===== src/rtl/cl_ocl_cfg_xbar.sv =====
// AXI-Lite to cfg-bus decoder for the OCL BAR: one transaction at a time, routed to
// one of NUM_SLV cfg channels by address window, with read/write fairness and ack timeout.
module cl_ocl_cfg_xbar #(
  parameter int unsigned NUM_SLV     = 16,
  parameter int unsigned SEL_LSB     = 8,
  parameter int unsigned TIMEOUT_CYC = 256,
  parameter logic [31:0] DEAD_DATA   = 32'hDEAD_BEEF
) (
  input  logic                   clk,
  input  logic                   sync_rst_n,
  input  logic                   flr_assert,
  input  logic [31:0]            s_awaddr,
  input  logic                   s_awvalid,
  output logic                   s_awready,
  input  logic [31:0]            s_wdata,
  input  logic [3:0]             s_wstrb,
  input  logic                   s_wvalid,
  output logic                   s_wready,
  output logic [1:0]             s_bresp,
  output logic                   s_bvalid,
  input  logic                   s_bready,
  input  logic [31:0]            s_araddr,
  input  logic                   s_arvalid,
  output logic                   s_arready,
  output logic [31:0]            s_rdata,
  output logic [1:0]             s_rresp,
  output logic                   s_rvalid,
  input  logic                   s_rready,
  output logic [31:0]            cfg_addr,
  output logic [31:0]            cfg_wdata,
  output logic [3:0]             cfg_wstrb,
  output logic [NUM_SLV-1:0]     cfg_wr,
  output logic [NUM_SLV-1:0]     cfg_rd,
  input  logic [NUM_SLV-1:0]     cfg_ack,
  input  logic [NUM_SLV*32-1:0]  cfg_rdata,
  output logic [15:0]            err_cnt,
  output logic                   busy
);

  localparam int unsigned IDX_W = (NUM_SLV > 1) ? $clog2(NUM_SLV) : 1;
  localparam int unsigned CNT_W = $clog2(TIMEOUT_CYC);
  localparam int unsigned SEL_W = 32 - SEL_LSB;
  localparam logic [CNT_W-1:0] CNT_MAX = CNT_W'(TIMEOUT_CYC - 1);

  typedef enum logic [1:0] {ST_IDLE, ST_CYC, ST_RESP} state_t;

  state_t             r_state;
  logic               r_busy;
  logic               r_last_wr;
  logic               r_is_wr;
  logic               r_hit;
  logic [IDX_W-1:0]   r_idx;
  logic [CNT_W-1:0]   r_cnt;
  logic               r_tmo;
  logic [31:0]        r_addr;
  logic [31:0]        r_wdata;
  logic [3:0]         r_wstrb;
  logic [NUM_SLV-1:0] r_cfg_wr;
  logic [NUM_SLV-1:0] r_cfg_rd;
  logic               r_bvalid;
  logic [1:0]         r_bresp;
  logic               r_rvalid;
  logic [1:0]         r_rresp;
  logic [31:0]        r_rdata;
  logic [15:0]        r_err_cnt;

  logic               w_can_gnt;
  logic               w_gnt_wr;
  logic               w_gnt_rd;
  logic [31:0]        w_gnt_addr;
  logic [SEL_W-1:0]   w_sel;
  logic               w_hit;
  logic [IDX_W-1:0]   w_sel_idx;
  logic [NUM_SLV-1:0] w_onehot;
  logic               w_ack;
  logic [31:0]        w_slot_rdata;
  logic               w_done;
  logic [1:0]         w_resp;
  logic [31:0]        w_data;

  // Grant only from IDLE; on contention the type not granted last wins
  assign w_can_gnt  = (r_state == ST_IDLE) & sync_rst_n & ~flr_assert;
  assign w_gnt_wr   = w_can_gnt & s_awvalid & s_wvalid & (~s_arvalid | ~r_last_wr);
  assign w_gnt_rd   = w_can_gnt & s_arvalid & ~w_gnt_wr;
  assign w_gnt_addr = w_gnt_wr ? s_awaddr : s_araddr;
  assign w_sel      = w_gnt_addr[31:SEL_LSB];
  assign w_hit      = 64'(w_sel) < 64'(NUM_SLV);
  assign w_sel_idx  = IDX_W'(w_sel);
  assign w_onehot   = NUM_SLV'(1) << w_sel_idx;

  assign w_ack        = r_hit & cfg_ack[r_idx];
  assign w_slot_rdata = cfg_rdata[{r_idx, 5'd0} +: 32];

  // Completion decision while in CYC; ack takes priority over the timeout flag
  always_comb begin
    w_done = 1'b0;
    w_resp = 2'b00;
    w_data = DEAD_DATA;
    if (r_state == ST_CYC) begin
      if (!r_hit) begin
        w_done = 1'b1;
        w_resp = 2'b11;
      end else if (w_ack) begin
        w_done = 1'b1;
        w_data = w_slot_rdata;
      end else if (r_tmo) begin
        w_done = 1'b1;
        w_resp = 2'b10;
      end
    end
  end

  always_ff @(posedge clk or negedge sync_rst_n) begin
    if (!sync_rst_n) begin
      r_state   <= ST_IDLE;
      r_busy    <= 1'b0;
      r_last_wr <= 1'b0;
      r_is_wr   <= 1'b0;
      r_hit     <= 1'b0;
      r_idx     <= '0;
      r_cnt     <= '0;
      r_tmo     <= 1'b0;
      r_addr    <= '0;
      r_wdata   <= '0;
      r_wstrb   <= '0;
      r_cfg_wr  <= '0;
      r_cfg_rd  <= '0;
      r_bvalid  <= 1'b0;
      r_bresp   <= 2'b00;
      r_rvalid  <= 1'b0;
      r_rresp   <= 2'b00;
      r_rdata   <= '0;
      r_err_cnt <= '0;
    end else begin
      r_cfg_wr <= '0;
      r_cfg_rd <= '0;
      if (flr_assert) begin
        r_state  <= ST_IDLE;
        r_busy   <= 1'b0;
        r_bvalid <= 1'b0;
        r_bresp  <= 2'b00;
        r_rvalid <= 1'b0;
        r_rresp  <= 2'b00;
        r_cnt    <= '0;
        r_tmo    <= 1'b0;
      end else begin
        case (r_state)
          ST_IDLE: begin
            if (w_gnt_wr || w_gnt_rd) begin
              r_state   <= ST_CYC;
              r_busy    <= 1'b1;
              r_last_wr <= w_gnt_wr;
              r_is_wr   <= w_gnt_wr;
              r_addr    <= w_gnt_addr;
              r_hit     <= w_hit;
              r_idx     <= w_sel_idx;
              r_cnt     <= '0;
              r_tmo     <= 1'b0;
              if (w_gnt_wr) begin
                r_wdata <= s_wdata;
                r_wstrb <= s_wstrb;
              end
              if (w_hit && w_gnt_wr) r_cfg_wr <= w_onehot;
              if (w_hit && w_gnt_rd) r_cfg_rd <= w_onehot;
            end
          end
          ST_CYC: begin
            if (w_done) begin
              r_state <= ST_RESP;
              if (r_is_wr) begin
                r_bvalid <= 1'b1;
                r_bresp  <= w_resp;
              end else begin
                r_rvalid <= 1'b1;
                r_rresp  <= w_resp;
                r_rdata  <= w_data;
              end
              if ((w_resp != 2'b00) && (r_err_cnt != 16'hFFFF)) r_err_cnt <= r_err_cnt + 16'd1;
            end else if (r_cnt == CNT_MAX) begin
              // Timeout is flagged here and resolved next cycle, giving a late ack one more chance
              r_tmo <= 1'b1;
            end else begin
              r_cnt <= r_cnt + CNT_W'(1);
            end
          end
          ST_RESP: begin
            if ((r_bvalid && s_bready) || (r_rvalid && s_rready)) begin
              r_state  <= ST_IDLE;
              r_busy   <= 1'b0;
              r_bvalid <= 1'b0;
              r_bresp  <= 2'b00;
              r_rvalid <= 1'b0;
              r_rresp  <= 2'b00;
            end
          end
          default: begin
            r_state <= ST_IDLE;
            r_busy  <= 1'b0;
          end
        endcase
      end
    end
  end

  assign s_awready = w_gnt_wr;
  assign s_wready  = w_gnt_wr;
  assign s_arready = w_gnt_rd;
  assign s_bvalid  = r_bvalid;
  assign s_bresp   = r_bresp;
  assign s_rvalid  = r_rvalid;
  assign s_rresp   = r_rresp;
  assign s_rdata   = r_rdata;
  assign cfg_addr  = r_addr;
  assign cfg_wdata = r_wdata;
  assign cfg_wstrb = r_wstrb;
  assign cfg_wr    = r_cfg_wr;
  assign cfg_rd    = r_cfg_rd;
  assign err_cnt   = r_err_cnt;
  assign busy      = r_busy;

endmodule


===== config.mk =====
export PLATFORM = sky130hd
export DESIGN_NAME = cl_ocl_cfg_xbar
export DESIGN_NICKNAME = d
export VERILOG_FILES = /design/src/rtl/cl_ocl_cfg_xbar.sv
export SDC_FILE = /design/constraint.sdc
export NUM_CORES = 1
export LEC_CHECK = 0
export CORE_AREA = 2 2 312 314
export CTS_BUF_LIST = sky130_fd_sc_hd__clkbuf_8 sky130_fd_sc_hd__clkbuf_16
export CTS_CLUSTER_DIAMETER = 200
export DETAILED_ROUTE_END_ITERATION = 12
export DIE_AREA = 0 0 314 316
export PLACE_DENSITY = 0.32
export REMOVE_ABC_BUFFERS = 1
export SYNTH_ARGS = -nofsm -noshare
export SYNTH_HDL_FRONTEND = slang
export SYNTH_SLANG_ARGS = --single-unit
export TNS_END_PERCENT = 30

===== constraint.sdc =====
create_clock -name clk -period 4.46 [get_ports clk]
set_clock_uncertainty 0.15 [all_clocks]
set_input_delay 1.338 -clock clk [delete_from_list [all_inputs] [get_ports clk]]
set_output_delay 1.338 -clock clk [all_outputs]
set_load 0.01 [all_outputs]

==> results of run 1 <==
==> routing by layer <==
layer	routed length, um	share of wire	GRT usage
met3	6380	0.082	0.0594
met5	215	0.0028	0
met1	29500	0.38	0.173
met4	1730	0.022	0.0486
met2	40300	0.52	0.267
==> cell families (layout without fill, tap and decap cells) <==
family,count (synthesis),in the layout,share of synthesized area
and+or+nand+nor,347,347,0.146
DFF,168,168,0.377
other,0,13,0
AOI/OAI and AO/OA,110,110,0.0625
muxes,200,200,0.364
buffers and inverters,92,872,0.0369
xor gates and xnor gates,14,14,0.0110
adders and majority gates,2,2,0.00224
==> path summary, 6_finish.rpt <==
| check | from | end | cells past startpoint |
|---|---|---|---|
| min in group asynchronous | sync_rst_n | cfg_addr[15] | 2 |
| min | cfg_wdata[30] | cfg_wdata[30] | 2 |
| max reg2reg | r_idx[0] | err_cnt[15] | 6 |
| max | flr_assert | s_awready | 6 |
| max in group asynchronous | sync_rst_n | cfg_wdata[16] | 3 |
| min reg2reg | cfg_wdata[30] | cfg_wdata[30] | 2 |
==> state kept, by name, summed over array words and instances (netlist names), 2 cells and up <==
name / cells
cfg_rd: 16
cfg_wdata: 32
s_rdata: 32
cfg_addr: 29
r_state: 2
s_bresp: 2
s_rresp: 2
r_cnt: 8
cfg_wstrb: 4
err_cnt: 16
cfg_wr: 16
r_idx: 3
==> worst min-delay path: stages, from the launching register on <==
cell     delay (ps)
dfrtp_1         340
nand2_1          50
nand2_1          50
==> stage by stage <==
stage                     std cells  hold slack [ps]   util
after detailed placement       2957              312  0.215
after global routing           2998              345  0.221
final                          3002              326  0.221
after global placement         2957              310  0.215
after CTS                      2989              332  0.221
after floorplan                 856              300      -
==> where the power goes <==
part	leakage, nW	switching (mW)	internal (mW)	total (mW)
Combinational	5.72	1.55	2.17	3.73
Clock	0.273	0.782	0.734	1.52
Sequential	2.10	0.317	1.84	2.16
Total	8.09	2.65	4.75	7.40
==> area by class of cell <==
type,instances,share of cell area
inverter,15,0.00265
sequential,168,0.198
multi-input combinational,673,0.309
timing repair buffer,825,0.387
tap,1276,0.0751
clock buffer,17,0.0200
clock inverter,15,0.00665
antenna,13,0.00153
==> cell usage after synthesis, drive strengths merged, types with 6 or more instances <==
library cell	n	area share
dfrtp	168	0.38
mux2i	33	0.030
clkbuf	35	0.012
nand3	21	0.0099
nor2	100	0.034
inv	15	0.0050
a31oi	6	0.0034
nor3	34	0.015
o21ai	12	0.0064
nand4	10	0.0062
a21oi	60	0.027
nor4	16	0.013
buf	42	0.020
mux4	164	0.33
a21o	6	0.0040
xor2	12	0.0094
nand2	135	0.045
==> repair_timing <==
action                                  4_1_cts  5_1_grt
hold endpoints to repair                      0        0
endpoints found under the setup margin        3        0
gates resized for setup                       3        0
hold buffers                                  0        0
==> flow_summary_export.csv, run 1 <==
group,metric,value,unit
status,outcome,"finished clean",
floorplan,ioPinCount,794,
power_and_ir_drop,total_power,7.40,mW
critical_path,cp-start-kind,"primary input",
critical_path,cpPeakStageDelay,480,ps
timing,post-route-min-period,4280,ps
critical_path,cp.required,2970,ps
critical_path,cp_cell_sequence,"clkdlybuf4s50_1 > nor4b_2 > nand4_1 > buf_4 > inv_1 > dlygate4sd2_1",
cells_and_area,regArea,0.00422,sq mm
global_route,antenna_found_initial,52,
cells_and_area,final_area,0.0213,sq mm
place,gp_congestion,0.880,
cells_and_area,final_cell_mix,"clkdlybuf4s50_1, mux4_2, dfrtp_1",
logic_synthesis,synth-seq-area-share,0.377,
floorplan,initial_core_util,0.116,
routing,drc_errors,0,
logic_synthesis,postSynthCellCount,933,
flow_run,maxCapViolCount,0,
power_and_ir_drop,leakagePower,8.09,nW
clocking,clock_sinks,168,
floorplan,die-height,316,um
timing,relSlewSlack,0.185,
timing,tns,0,ps
clocking,cts_tree,"done",
clocking,clk_pin_slew,70,ps
floorplan,rows,114,
critical_path,crit_family,"buffers and inverters",
cells_and_area,multi_input_area,0.00656,sq mm
cells_and_area,nets,2338,
floorplan,die_x,314,um
logic_synthesis,avgSynthCellArea,12.0,sq um
timing,setup_viol,0,
power_and_ir_drop,p_per_area,348,mW/mm^2
cells_and_area,drive_gt1_frac,0.148,
global_route,overflow,0,
routing,viasPerCell,3.87,
critical_path,cpMaxStageDelayCell,"clkdlybuf4s50_1",
hold_path,min_path_type,"flip-flop to flip-flop",
clocking,cts_root_buffer,"clkbuf_16",
timing,hold_viol_final,0,
timing,slew_violations,0,
timing,min_period_over_period,0.960,
routing,final_antenna_net_count,0,
floorplan,coreArea,0.0960,sq mm
logic_synthesis,synth_flop_cell,"dfrtp_1",
routing,drt_wl_total,78.1,mm
critical_path,arrival,2800,ps
critical_path,rrSetupSlack,1460,ps
logic_synthesis,ys_ff_latch,168,
global_route,first_global_vias,12300,
place,hpwl,66.3,mm
clocking,cts_max_level,4,
clocking,insertion_delay,490,ps
logic_synthesis,synth-async-reset-ratio,1.00,
global_route,grtUsageTotal,0.154,
critical_path,end_kind,"output pin",
global_route,grt_pass1_wl,105,mm
cells_and_area,syn_to_final_growth,90.7,%
critical_path,worst-path-buf-inv,4,
routing,drtIter0Drc,757,
logic_synthesis,syn_area,0.0112,sq mm
clocking,cts_buffer_depth,2,
place,io_buffers,793,
critical_path,critPathMaxFanout,4,
routing,vias,11600,
routing,first_pass_iters,4,
clocking,cts_setup_buffers,0,
cells_and_area,layout_commonest_cell,"clkdlybuf4s50_1",
routing,avgRoutedWirePerCell,26.0,um
place,placed_cell_area,0.0207,sq mm
place,dpl_worst_slack,-125,ps
logic_synthesis,ys_warn_count,0,
clocking,cts_made_buffers,17,
power_and_ir_drop,vdd.ir_drop.worst,324,uV
global_route,grt_max_degree,115,
logic_synthesis,yosysUniqueCellTypes,60,
timing,fmax,233,MHz
critical_path,critical_path_class,"primary input to output pin",
logic_synthesis,synth_edf_count,0,
timing,worst_slack,177,ps
timing,worst_slew_pin_slew,1220,ps
cells_and_area,n_fill_cell,10400,
floorplan,die-area,0.0992,sq mm
timing,rsz0062_at_grt,"false",
Power figures use the tool's default switching activity.
==> run 2, diff against run 1 <==
--- a/config.mk
+++ b/config.mk
@@ -5,6 +5,7 @@
 export SDC_FILE = /design/constraint.sdc
 export NUM_CORES = 1
 export LEC_CHECK = 0
+export CAP_MARGIN = 20
 export CORE_AREA = 2 2 312 314
 export CTS_BUF_LIST = sky130_fd_sc_hd__clkbuf_8 sky130_fd_sc_hd__clkbuf_16
 export CTS_CLUSTER_DIAMETER = 200
@@ -12,6 +13,7 @@
 export DIE_AREA = 0 0 314 316
 export PLACE_DENSITY = 0.32
 export REMOVE_ABC_BUFFERS = 1
+export SKIP_CTS_REPAIR_TIMING = 1
 export SYNTH_ARGS = -nofsm -noshare
 export SYNTH_HDL_FRONTEND = slang
 export SYNTH_SLANG_ARGS = --single-unit
==> run 2 against run 1 <==
Clock-buffer cell count is the same. Wire length is essentially flat. Clock power is essentially flat. Sequential cell count is the same. Utilization is essentially flat. Largest cell class unchanged.
==> flow_summary_export.csv, run 2 (synthesis results as in run 1) <==
group,metric,value,unit
clocking,insertion_delay,500,ps
power_and_ir_drop,pwr-share-clk,0.208,
hold_path,worstHoldStart,"cfg_wstrb[0]",
global_route,first_global_vias,12400,
power_and_ir_drop,leakagePower,8.15,nW
routing,vias,11600,
place,dp_cells,2958,
routing,first_pass_iters,4,
global_route,antenna_found_initial,50,
floorplan,die_x,314,um
timing,relSlewSlack,0.364,
cells_and_area,nets,2339,
power_and_ir_drop,switching_share,0.360,
timing,worst_slew_pin_slew,950,ps
floorplan,initial_core_util,0.116,
cells_and_area,n_fill_cell,10400,
timing,min_period_over_period,0.949,
critical_path,end_kind,"output pin",
critical_path,r2r_start,"r_idx[1]",
power_and_ir_drop,p_int,4.76,mW
floorplan,ioPinCount,794,
critical_path,critical_path_class,"primary input to output pin",
routing,final_antenna_net_count,0,
critical_path,cp.required,2970,ps
global_route,overflow,0,
critical_path,critPathMaxFanout,4,
hold_path,min_path_type,"flip-flop to flip-flop",
cells_and_area,finish.utilization,0.222,
status,outcome,"finished clean",
routing,drc_errors,0,
floorplan,coreArea,0.0960,sq mm
floorplan,die-height,316,um
cells_and_area,syn_to_final_growth,91.0,%
routing,drtIter0Drc,662,
power_and_ir_drop,p_sw,2.67,mW
power_and_ir_drop,seq_power_share,0.290,
clocking,cts_max_level,4,
cells_and_area,final_area,0.0213,sq mm
critical_path,cp-start-kind,"primary input",
power_and_ir_drop,total_power,7.43,mW
clocking,clock_sinks,168,
routing,avgRoutedWirePerCell,26.0,um
global_route,grt_pass1_wl,105,mm
timing,tns,0,ps
critical_path,crit_start,"flr_assert",
place,gp_congestion,0.880,
global_route,grt_max_degree,115,
timing,hold_viol_final,0,
clocking,cts_tree,"done",
clocking,cts_root_buffer,"clkbuf_16",
timing,fmax,236,MHz
cells_and_area,drive_gt1_frac,0.149,
place,dpl_worst_slack,-159,ps
timing,post-route-min-period,4230,ps
routing,drt_wl_total,78.1,mm
clocking,clk_pin_slew,70,ps
timing,setup_viol,0,
clocking,cts_buffer_depth,2,
timing,slew_violations,0,
timing,rsz0062_at_grt,"false",
floorplan,die-area,0.0992,sq mm
global_route,grtUsageTotal,0.154,
cells_and_area,layout_commonest_cell,"clkdlybuf4s50_1",
clocking,cts_made_buffers,17,
critical_path,arrival,2750,ps
power_and_ir_drop,p_per_area,349,mW/mm^2
power_and_ir_drop,vdd.ir_drop.worst,309,uV
flow_run,maxCapViolCount,0,
routing,viasPerCell,3.87,
timing,fin_hold_ws,324,ps
place,hpwl,66.2,mm
cells_and_area,final_cell_mix,"clkdlybuf4s50_1, mux4_2, dfrtp_1",
place,io_buffers,793,
power_and_ir_drop,pwr-share-comb,0.502,
timing,worst_slack,226,ps
place,placed_cell_area,0.0207,sq mm
floorplan,rows,114,
cells_and_area,final_cell_count_no_fill,3004,
==> run 2: changes by cell type in the layout (fill, tap and decap cells not counted) <==
| cell | before | now |
|---|---|---|
| diode_2 | 13 | 14 |
| dlymetal6s2s_1 | 0 | 3 |
| buf_6 | 0 | 1 |
| clkinv_8 | 2 | 3 |
| dlygate4sd2_1 | 3 | 0 |
| clkinv_2 | 1 | 0 |
| clkinvlp_4 | 3 | 0 |
| inv_8 | 3 | 4 |
| clkinv_4 | 2 | 4 |
==> run 2: cell type report <==
cell class	instances	area, sq um	share of cell area
Tap cell	1276	1600	0.0749
Antenna cell	14	35.0	0.00164
Sequential cell	168	4220	0.198
Clock inverter	15	159	0.00746
Inverter	15	56.3	0.00264
Clock buffer	17	425	0.0200
Multi-Input combinational cell	673	6560	0.308
Timing Repair Buffer	826	8250	0.387
==> run 2: power by group through the flow <==
stage	registers, mW	logic, mW	clock network, mW
2_1_floorplan	2.48	1.65	0
6_report	2.16	3.73	1.54
4_1_cts	2.17	3.82	1.65
3_3_place_gp	2.19	3.81	0
5_1_grt	2.22	3.98	1.70
3_5_place_dp	2.20	3.81	0
==> run 2: worst max-delay path, cell delays in order <==
cell	delay [ps]
clkdlybuf4s50_1	500
nor4b_2	290
nand4_1	150
buf_4	180
inv_1	110
dlymetal6s2s_1	180
==> run 2: routing by layer <==
metal | share of wire | vias to the layer above | GRT usage
met5 | 0.0019 | - | 0
met4 | 0.017 | 26 | 0.0434
met3 | 0.077 | 98 | 0.0523
met2 | 0.52 | 548 | 0.270
met1 | 0.38 | 5820 | 0.177
li1 | - | 5125 | -
==> run 2: worst paths after layout <==
kind	to	slack (ps)	cells after the start
max in group asynchronous	s_rdata[28]	2050	3
hold / removal	cfg_wstrb[0]	320	2
min in group asynchronous	cfg_addr[15]	760	2
setup / recovery	s_awready	230	6
setup reg to reg	r_cnt[3]	1420	5
hold reg to reg	cfg_wstrb[0]	320	2
==> run 3, diff against run 2 <==
==> constraint.sdc (replaced) <==
create_clock -name clk -period 4.42 [get_ports clk]
set_clock_uncertainty 0.15 [all_clocks]
set_input_delay 1.326 -clock clk [delete_from_list [all_inputs] [get_ports clk]]
set_output_delay 1.326 -clock clk [all_outputs]
set_load 0.01 [all_outputs]
==> run 3 against run 2 <==
Setup slack lost 100 ps. Die area unchanged. Sequential share of layout area shrank 0.078 points. Hold slack improved by 6.0 ps. Via count barely moved. Largest power group unchanged. Critical path type unchanged. Non-clock buffer count rose by 6. First-iteration DRC count is 10% lower.
==> flow_summary_export.csv, run 3 (synthesis results as in run 1) <==
group,metric,value,unit
cells_and_area,finish.utilization,0.223,
timing,worst_slack,125,ps
cells_and_area,n_fill_cell,10400,
clocking,cts_made_buffers,17,
critical_path,arrival,2820,ps
timing,fin_hold_ws,330,ps
global_route,antenna_found_initial,58,
critical_path,cp.required,2940,ps
global_route,grt_max_degree,65,
clocking,cts_buffer_depth,2,
place,placed_cell_area,0.0207,sq mm
floorplan,initial_core_util,0.116,
timing,post-route-min-period,4300,ps
cells_and_area,drive_gt1_frac,0.152,
place,gp_congestion,0.867,
routing,drtIter0Drc,596,
flow_run,maxCapViolCount,0,
clocking,insertion_delay,500,ps
cells_and_area,final_cell_mix,"clkdlybuf4s50_1, mux4_2, dfrtp_1",
global_route,busiest_layer,"met2",
global_route,grtUsageTotal,0.155,
critical_path,end_kind,"output pin",
status,outcome,"finished clean",
timing,slew_violations,0,
power_and_ir_drop,p_per_area,354,mW/mm^2
clocking,clock_sinks,168,
critical_path,critPathMaxFanout,4,
critical_path,cp-start-kind,"primary input",
global_route,overflow,0,
routing,drc_errors,0,
clocking,cts_tree,"done",
timing,worst_slew_pin_slew,884,ps
hold_path,min_path_type,"flip-flop to flip-flop",
global_route,use_met1,0.174,
power_and_ir_drop,leakagePower,8.14,nW
cells_and_area,nets,2345,
routing,vias,11600,
cells_and_area,final_area,0.0214,sq mm
cells_and_area,syn_to_final_growth,91.8,%
routing,drt_wl_total,78.9,mm
clocking,cts_root_buffer,"clkbuf_16",
place,hpwl,67.3,mm
place,dpl_worst_slack,-184,ps
floorplan,ioPinCount,794,
critical_path,critical_path_class,"primary input to output pin",
floorplan,die-height,316,um
routing,viasPerCell,3.85,
clocking,clk_pin_slew,80,ps
routing,first_pass_iters,5,
global_route,grtUsageMet3,0.0559,
place,io_buffers,793,
timing,relSlewSlack,0.410,
timing,fmax,233,MHz
routing,avgRoutedWirePerCell,26.2,um
global_route,first_global_vias,12400,
cells_and_area,layout_commonest_cell,"clkdlybuf4s50_1",
global_route,grt_use_met2,0.271,
routing,final_antenna_net_count,0,
floorplan,coreArea,0.0960,sq mm
power_and_ir_drop,vdd.ir_drop.worst,312,uV
power_and_ir_drop,total_power,7.58,mW
clocking,cts_max_level,4,
timing,min_period_over_period,0.972,
floorplan,die-area,0.0992,sq mm
floorplan,rows,114,
global_route,grt_pass1_wl,105,mm
timing,setup_viol,0,
timing,hold_viol_final,0,
timing,rsz0062_at_grt,"false",
floorplan,die_x,314,um
[run 3: changes by cell type in the layout (fill, tap and decap cells not counted), moves of 2 or more]
cell	before	now
clkdlybuf4s50_1	789	791
buf_4	28	33
dlymetal6s2s_1	3	1
clkinv_4	4	1
clkinv_8	3	6
diode_2	14	20
[run 3: where the power goes]
| group | switching [mW] | internal (mW) | leakage, nW |
|---|---|---|---|
| combinational | 1.58 | 2.21 | 5.75 |
| sequential | 0.324 | 1.86 | 2.10 |
| clock | 0.833 | 0.764 | 0.292 |
[run 3: final cells by class]
type,count,area [sq um],share of cell area
Timing Repair Buffer,832,8290,0.388
Multi-Input combinational cell,673,6570,0.307
Sequential cell,168,4220,0.197
Tap cell,1276,1600,0.0747
Clock buffer,17,425,0.0199
Clock inverter,15,181,0.00848
Inverter,15,56.3,0.00263
Antenna cell,20,50.0,0.00234
[run 3: metrics by stage]
stage / TNS (ps) / cells
global placement: -388 / 2962
CTS: -560 / 2996
floorplan: -392170 / 856
global route: 0 / 3009
finish: 0 / 3016
detailed placement: -517 / 2964
[run 3: path summary, 6_finish.rpt]
path / cells after the start / end / start / slack, ps
max: 6 / s_awready / s_arvalid / 120
min: 2 / cfg_wdata[18] / cfg_wdata[18] / 330
max reg2reg: 6 / s_rdata[27] / r_idx[2] / 1320
min reg2reg: 2 / cfg_wdata[18] / cfg_wdata[18] / 330
max in group asynchronous: 3 / r_idx[1] / sync_rst_n / 1850
min in group asynchronous: 2 / cfg_addr[15] / sync_rst_n / 830
[run 3: metal layers]
metal | part of all wire | vias up
li1 | - | 5139
met1 | 0.37 | 5802
met2 | 0.53 | 547
met3 | 0.085 | 98
met4 | 0.011 | 30
met5 | 0.0026 | -
[run 3: critical path, cell delays in order]
cell and delay, ps:
clkdlybuf4s50_1 430, nand2_1 110, nand4_1 110, buf_4 170, inv_1 120, clkdlybuf4s50_1 550
